$ cat src/rtl/rv_pipe_pkg.sv
// Shared pipeline constants for the fetch front end: default XLEN, canonical NOP,
// IMEM read latency and the bit layout of a queued fetch entry.
package rv_pipe_pkg;

  localparam int XLEN_DEFAULT = 64;
  localparam logic [31:0] RV_NOP = 32'h0000_0013;
  localparam int IMEM_LAT = 1;

  // Fetch entry = {pc, instr}; instr occupies the low 32 bits
  localparam int ENT_INSTR_LSB = 0;
  localparam int ENT_INSTR_W   = 32;
  localparam int ENT_PC_LSB    = ENT_INSTR_LSB + ENT_INSTR_W;

endpackage

$ cat src/rtl/fetch_queue_unit_if.sv
// Fetch front-end bus: IMEM request/response, redirect from ID and the decode handshake.
// master = fetch unit side, slave = core/memory side.
interface fetch_queue_unit_if
  import rv_pipe_pkg::*;
#(
  parameter int XLEN    = XLEN_DEFAULT,
  parameter int IADDR_W = 14
);
  logic               imem_req;
  logic [IADDR_W-1:0] imem_addr;
  logic [31:0]        imem_rdata;
  logic               redirect;
  logic [XLEN-1:0]    redirect_pc;
  logic               dec_valid;
  logic               dec_ready;
  logic [31:0]        dec_instr;
  logic [XLEN-1:0]    dec_pc;

  modport master (
    output imem_req, imem_addr, dec_valid, dec_instr, dec_pc,
    input  imem_rdata, redirect, redirect_pc, dec_ready
  );

  modport slave (
    input  imem_req, imem_addr, dec_valid, dec_instr, dec_pc,
    output imem_rdata, redirect, redirect_pc, dec_ready
  );
endinterface

$ cat src/rtl/fetch_fifo.sv
// Generic DEPTH x W synchronous FIFO with flush; DEPTH must be a power of two so the
// pointers wrap naturally. A push while full is only taken when a pop frees the slot.
module fetch_fifo #(
  parameter int DEPTH = 4,
  parameter int W     = 96
) (
  input  logic                   clk,
  input  logic                   rst_n,
  input  logic                   flush,
  input  logic                   push,
  input  logic                   pop,
  input  logic [W-1:0]           wdata,
  output logic [W-1:0]           rdata,
  output logic                   full,
  output logic                   empty,
  output logic [$clog2(DEPTH):0] count
);
  localparam int AW = $clog2(DEPTH);
  localparam int CW = AW + 1;

  logic [W-1:0]  mem [DEPTH];
  logic [AW-1:0] rd_ptr, wr_ptr;
  logic          do_push, do_pop;

  assign empty   = (count == '0);
  assign full    = (count == CW'(DEPTH));
  assign do_pop  = pop & ~empty;
  assign do_push = push & (~full | do_pop);
  assign rdata   = mem[rd_ptr];

  always_ff @(posedge clk or negedge rst_n) begin
    if (!rst_n) begin
      rd_ptr <= '0;
      wr_ptr <= '0;
      count  <= '0;
    end else if (flush) begin
      rd_ptr <= '0;
      wr_ptr <= '0;
      count  <= '0;
    end else begin
      if (do_push) wr_ptr <= wr_ptr + 1'b1;
      if (do_pop)  rd_ptr <= rd_ptr + 1'b1;
      count <= count + CW'(do_push) - CW'(do_pop);
    end
  end

  always_ff @(posedge clk) begin
    if (do_push && !flush) mem[wr_ptr] <= wdata;
  end

endmodule

$ cat src/rtl/fetch_queue_unit.sv
// Instruction-fetch front end: owns the PC, issues 1-cycle IMEM reads under a credit
// rule and queues {pc, instr} for decode. Define FQ_BYPASS_EN for the empty-queue bypass.
module fetch_queue_unit
  import rv_pipe_pkg::*;
#(
  parameter int              XLEN     = XLEN_DEFAULT,
  parameter int              DEPTH    = 4,
  parameter int              IADDR_W  = 14,
  parameter logic [XLEN-1:0] RESET_PC = '0
) (
  input  logic                    clk,
  input  logic                    reset,
  fetch_queue_unit_if.master      bus,
  output logic [XLEN-1:0]         fetch_pc,
  output logic [$clog2(DEPTH):0]  occupancy
);
  localparam int CW = $clog2(DEPTH) + 1;
  localparam int SW = CW + 1;
  localparam int EW = XLEN + ENT_INSTR_W;

  logic [XLEN-1:0] pc, req_pc;
  logic            inflight, issue, pop, push, fifo_pop, fifo_full, fifo_empty;
  logic [EW-1:0]   wdata, head, entry_out;
  logic [SW-1:0]   used, cap;

  assign pop  = bus.dec_valid & bus.dec_ready;
  // Queue slots plus the outstanding read must fit once this cycle's pop is accounted for
  assign used  = SW'(occupancy) + SW'(inflight);
  assign cap   = SW'(DEPTH) + SW'(pop);
  assign issue = reset & ~bus.redirect & (used < cap);

  assign bus.imem_req  = issue;
  assign bus.imem_addr = pc[IADDR_W+1:2];
  assign fetch_pc      = pc;

  always_ff @(posedge clk or negedge reset) begin
    if (!reset) begin
      pc       <= RESET_PC;
      req_pc   <= '0;
      inflight <= 1'b0;
    end else if (bus.redirect) begin
      pc       <= {bus.redirect_pc[XLEN-1:2], 2'b00};
      inflight <= 1'b0;
    end else begin
      inflight <= issue;
      if (issue) begin
        pc     <= pc + XLEN'(4);
        req_pc <= pc;
      end
    end
  end

  assign wdata[ENT_PC_LSB +: XLEN]           = req_pc;
  assign wdata[ENT_INSTR_LSB +: ENT_INSTR_W] = bus.imem_rdata;

`ifdef FQ_BYPASS_EN
  logic bypass;
  assign bypass        = fifo_empty & inflight;
  assign bus.dec_valid = ~fifo_empty | inflight;
  assign push          = inflight & ~bus.redirect & ~(bypass & bus.dec_ready);
  assign fifo_pop      = ~fifo_empty & bus.dec_ready;
  assign entry_out     = !fifo_empty ? head : (inflight ? wdata : '0);
`else
  assign bus.dec_valid = ~fifo_empty;
  assign push          = inflight & ~bus.redirect;
  assign fifo_pop      = pop;
  assign entry_out     = fifo_empty ? '0 : head;
`endif

  assign bus.dec_pc    = entry_out[ENT_PC_LSB +: XLEN];
  assign bus.dec_instr = entry_out[ENT_INSTR_LSB +: ENT_INSTR_W];

  fetch_fifo #(
    .DEPTH (DEPTH),
    .W     (EW)
  ) u_fifo (
    .clk   (clk),
    .rst_n (reset),
    .flush (bus.redirect),
    .push  (push),
    .pop   (fifo_pop),
    .wdata (wdata),
    .rdata (head),
    .full  (fifo_full),
    .empty (fifo_empty),
    .count (occupancy)
  );

  overflow_chk: assert property (@(posedge clk) disable iff (!reset)
    !(push && fifo_full && !fifo_pop));

endmodule
$ cat src/flat_wrapper.sv
// flat-port wrapper written by rule: the top's interface ports become plain ports
module fetch_queue_unit_flat import rv_pipe_pkg::*;
#(
  parameter int              XLEN     = XLEN_DEFAULT,
  parameter int              DEPTH    = 4,
  parameter int              IADDR_W  = 14,
  parameter logic [XLEN-1:0] RESET_PC = '0
)
  (clk, reset, fetch_pc, occupancy, bus_imem_req, bus_imem_addr, bus_dec_valid, bus_dec_instr, bus_dec_pc, bus_imem_rdata, bus_redirect, bus_redirect_pc, bus_dec_ready);
  fetch_queue_unit_if #(.XLEN(XLEN), .IADDR_W(IADDR_W)) bus_i ();
  input  logic clk;
  input  logic reset;
  output logic [XLEN-1:0] fetch_pc;
  output logic [$clog2(DEPTH):0] occupancy;
  output wire logic [$bits(bus_i.imem_req)-1:0] bus_imem_req;
  output wire logic [$bits(bus_i.imem_addr)-1:0] bus_imem_addr;
  output wire logic [$bits(bus_i.dec_valid)-1:0] bus_dec_valid;
  output wire logic [$bits(bus_i.dec_instr)-1:0] bus_dec_instr;
  output wire logic [$bits(bus_i.dec_pc)-1:0] bus_dec_pc;
  input wire logic [$bits(bus_i.imem_rdata)-1:0] bus_imem_rdata;
  input wire logic [$bits(bus_i.redirect)-1:0] bus_redirect;
  input wire logic [$bits(bus_i.redirect_pc)-1:0] bus_redirect_pc;
  input wire logic [$bits(bus_i.dec_ready)-1:0] bus_dec_ready;
  assign bus_imem_req = bus_i.imem_req;
  assign bus_imem_addr = bus_i.imem_addr;
  assign bus_dec_valid = bus_i.dec_valid;
  assign bus_dec_instr = bus_i.dec_instr;
  assign bus_dec_pc = bus_i.dec_pc;
  assign bus_i.imem_rdata = bus_imem_rdata;
  assign bus_i.redirect = bus_redirect;
  assign bus_i.redirect_pc = bus_redirect_pc;
  assign bus_i.dec_ready = bus_dec_ready;
  fetch_queue_unit #(.XLEN(XLEN), .DEPTH(DEPTH), .IADDR_W(IADDR_W), .RESET_PC(RESET_PC)) u_core (.clk(clk), .reset(reset), .bus(bus_i), .fetch_pc(fetch_pc), .occupancy(occupancy));
endmodule
$ cat config.mk
export PLATFORM = sky130hd
export DESIGN_NAME = fetch_queue_unit_flat
export DESIGN_NICKNAME = d
export VERILOG_FILES = /design/src/rtl/rv_pipe_pkg.sv /design/src/rtl/fetch_queue_unit_if.sv /design/src/rtl/fetch_fifo.sv /design/src/rtl/fetch_queue_unit.sv /design/src/flat_wrapper.sv
export SDC_FILE = /design/constraint.sdc
export NUM_CORES = 1
export LEC_CHECK = 0
export BUFFER_PORTS_ARGS = -buffer_cell sky130_fd_sc_hd__buf_4
export CORE_UTILIZATION = 52
export DETAILED_ROUTE_END_ITERATION = 6
export PLACE_DENSITY_LB_ADDON = 0.2
export SETUP_SLACK_MARGIN = 0.15
export SYNTH_ARGS = -nofsm -noshare
export SYNTH_HDL_FRONTEND = slang
export SYNTH_SLANG_ARGS = --single-unit
export TNS_END_PERCENT = 10
$ cat constraint.sdc
create_clock -name clk -period 3.2 [get_ports clk]
set_input_delay 0.32 -clock clk [delete_from_list [all_inputs] [get_ports clk]]
set_output_delay 0.32 -clock clk [all_outputs]
set_load 0.005 [all_outputs]
==> impl_metrics.tcl <==
set metrics [dict create \
    dieArea_um2 40800 \
    cp-end-kind "output port" \
    synth_top_cell_area_share_pct 54.3 \
    syn-cell-area_um2 20800 \
    ys.flop_type "edfxtp_1" \
    min_path_cells 3 \
    ys_seq_area_share_pct 70.1 \
    power.leakage_nw 9.40 \
    syn_inst 1246 \
    synth-edff-count 376 \
    setup_viol 0 \
    cts.sinks 508 \
    grt_max_degree 74 \
    worst_pin_slew_ns 0.959 \
    synthMuxAreaShare_pct 13.7 \
    die_x_um 202 \
    final_nets 1742 \
    crit_required_ns 2.88 \
    start_util_pct 53.2 \
    clkLatencyLatePin_ns 0.60 \
    crit_type "flop to output port" \
    async_reset_ff_share_pct 26.0 \
    synth_fa_ha_area_share_pct 0.698 \
    via_per_inst 5.73 \
    cts_root_buf "clkbuf_16" \
    yosys.area.top_type "edfxtp_1" \
    final_common_cell "edfxtp_1" \
    dp.cells 1999 \
    outcome "completed" \
    skew_ns 0.0176 \
    r2r_cells 6 \
    min_period_over_period_pct 92.3 \
    gp_congestion 0.833 \
    final_max_slew_viol_count 0 \
    hold_end "u_core.fetch_pc[61]" \
    overflow 0 \
    cts_tree "built" \
    synth-seq-cells 508 \
    grt_use_total_pct 24.8 \
    tns_ns 0 \
    crit_path_start_kind "flop" \
    grt_pass1_wl_um 75900 \
    clock_path_buffers 3 \
    io_buffers 272 \
    cp_cell_sequence "ha_1, ha_1, o31ai_1, buf_4, nand2_1, nor2_4, buf_12, buf_4" \
    drt_iter0_markers 746 \
    synthTopCellsByArea "edfxtp_1, dfrtp_1, mux4_2, mux2_2, and2_1" \
    die_h_um 202 \
    hold_violations 0 \
    timing.hold.worst.class "input port to flop" \
    crit_fanout 13 \
    drive_gt1_share_pct 33.3 \
    synth-warning-count 0 \
    max_freq_mhz 338 \
    mostFrequentLayoutCells "edfxtp_1, buf_4, dfrtp_1" \
    routed_wl_um 50100 \
    r2r-end "u_core.fetch_pc[54]" \
    relSlewSlack_pct 36.1 \
    cts_max_level 2 \
    arrival_ns 2.63 \
    crit_slowest_cell "dfrtp_1" \
    ant_nets 0 \
    vdd_ir_drop_max_mv 0.518 \
    vias 12572 \
    path_clk_slew_ns 0.06 \
    synth_top_family_by_area "multiplexers" \
    routedWlPerCell_um 22.8 \
    worst_hold_startpoint "bus_redirect_pc[61]" \
    io_pins 279 \
    grt_antenna_before_repair 2 \
    critical-path-max-stage-delay_ns 0.45 \
    synth_compound_area_share_pct 3.19 \
    cts-resized-gates 0 \
    yosys.area_share.xor_xnor_pct 1.09 \
    rsz0062_at_grt "true" \
    maxCapViolCount 0 \
    dpl.hpwl_um 31000 \
    ys_types 46 \
    finalCriticalPeriod_ns 2.95 \
    final_cells 2195 \
    dr.pass1.iters 5 \
    floorplan.rows 72 \
    rr_startpoint "u_core.u_fifo.count[0]" \
    synth-simple-area-share_pct 9.01 \
    cts_buffers 51 \
    fp.coreArea_um2 39100 \
    syn-mean-instance-area_um2 16.7 \
    powerDensity_nw_per_um2 731 \
    first_global_vias 12862 \
    areaGrowthSynthToFinish_pct 25.7 \
    r2r_slack_ns 0.27 \
    drc 0 \
]
[where the power goes]
group	leakage (nW)	switching (mW)	internal, mW	total (mW)
Combinational	3.72	2.04	2.69	4.74
Sequential	4.92	0.710	8.08	8.79
Clock	0.762	2.41	3.18	5.59
[per-layer routing]
metal	up-vias	routed length (um)	GRT usage (%)
met3	82	2740	4.24
met5	-	0	0
met4	0	1150	7.20
met1	6479	21200	33.9
li1	5615	-	-
met2	396	25000	41.2
[synthesized netlist by cell type, types with 2 or more instances]
master     instances
buf_4             18
nor3_1             7
nand3_1           27
buf_1              9
clkbuf_1          50
and4_1             5
xor2_1            14
inv_1             11
o21ai_0           34
o41ai_1            4
nand4b_1           3
buf_6              3
xnor2_1           12
o31ai_1           23
buf_2              3
or3_1             15
or4_1             23
nand4bb_1          2
nor2_1            62
edfxtp_1         376
a31oi_1           39
nand2_1           53
nand4_1           22
dfrtp_1          132
mux4_2            94
nor4_1             7
mux2_2            63
and3_1             8
and2_1           100
ha_1              10
mux2i_1            2
[state kept, by name, summed over array words and instances (netlist names)]
| name | count |
|---|---|
| u_core.u_fifo.rd_ptr | 2 |
| u_core.fetch_pc | 62 |
| u_core.inflight | 1 |
| u_core.u_fifo.mem | 376 |
| u_core.u_fifo.wr_ptr | 2 |
| u_core.u_fifo.count | 3 |
| u_core.req_pc | 62 |
[worst max-delay path: cells and delay by family (launching register included)]
kind / cells / cell delay (ns)
buf+inv: 3 / 0.46
simple gates: 2 / 0.33
fa+ha+maj: 2 / 0.54
flops: 1 / 0.45
compound gates: 1 / 0.24
[logic make-up after synthesis]
group | Yosys count
fa+ha+maj | 11
other cells | 1
flops | 508
simple gates | 341
compound gates | 105
mux | 159
xor+xnor | 26
buf+inv | 95
[area by class of cell]
| type | count | area, um2 |
|---|---|---|
| clock buffers | 78 | 1440 |
| multi-input cells | 646 | 5790 |
| fillers | 2798 | 12900 |
| well taps | 518 | 648 |
| inverters | 12 | 45.0 |
| flip-flops and latches | 508 | 14600 |
| diodes | 3 | 7.51 |
| clock inverters | 18 | 125 |
| repair buffers | 412 | 3500 |
[per-stage QoR]
| stage | worst slack, ns | total power, mW | instance area [um2] | hold slack (ns) | util (%) |
|---|---|---|---|---|---|
| floorplan | -0.338 | 11.2 | 20800 | 0.0244 | - |
| global placement | 0.369 | 13.4 | 23600 | 0.176 | 60.3 |
| detailed placement | 0.303 | 13.6 | 23600 | 0.177 | 60.3 |
| CTS | 0.145 | 19.3 | 26100 | 0.0102 | 66.8 |
| global route | 0.107 | 20.0 | 26200 | 0.0461 | 66.9 |
| finish | 0.246 | 19.1 | 26200 | 0.0406 | 66.9 |
[repair_timing]
action,4_1_cts,5_1_grt
endpoints found under the hold margin,205,0
buffers inserted,2,1
pin swaps,1,0
setup endpoints to repair,2,15
cloned,1,0
hold buffers,93,0
[how the worst max path moves through the flow]
stage | slack (ns) | start | to
floorplan | -0.34 | bus_redirect | u_core.u_fifo.mem[1][0]
finish | 0.25 | u_core.u_fifo.count[0] | bus_imem_req
global route | 0.11 | u_core.u_fifo.count[0] | bus_imem_req
CTS | 0.15 | u_core.u_fifo.rd_ptr[0] | bus_dec_pc[28]
detailed placement | 0.30 | u_core.u_fifo.count[0] | u_core.fetch_pc[54]
global placement | 0.37 | u_core.u_fifo.count[0] | u_core.fetch_pc[46]
No activity file was read; power rests on OpenSTA's default activity.
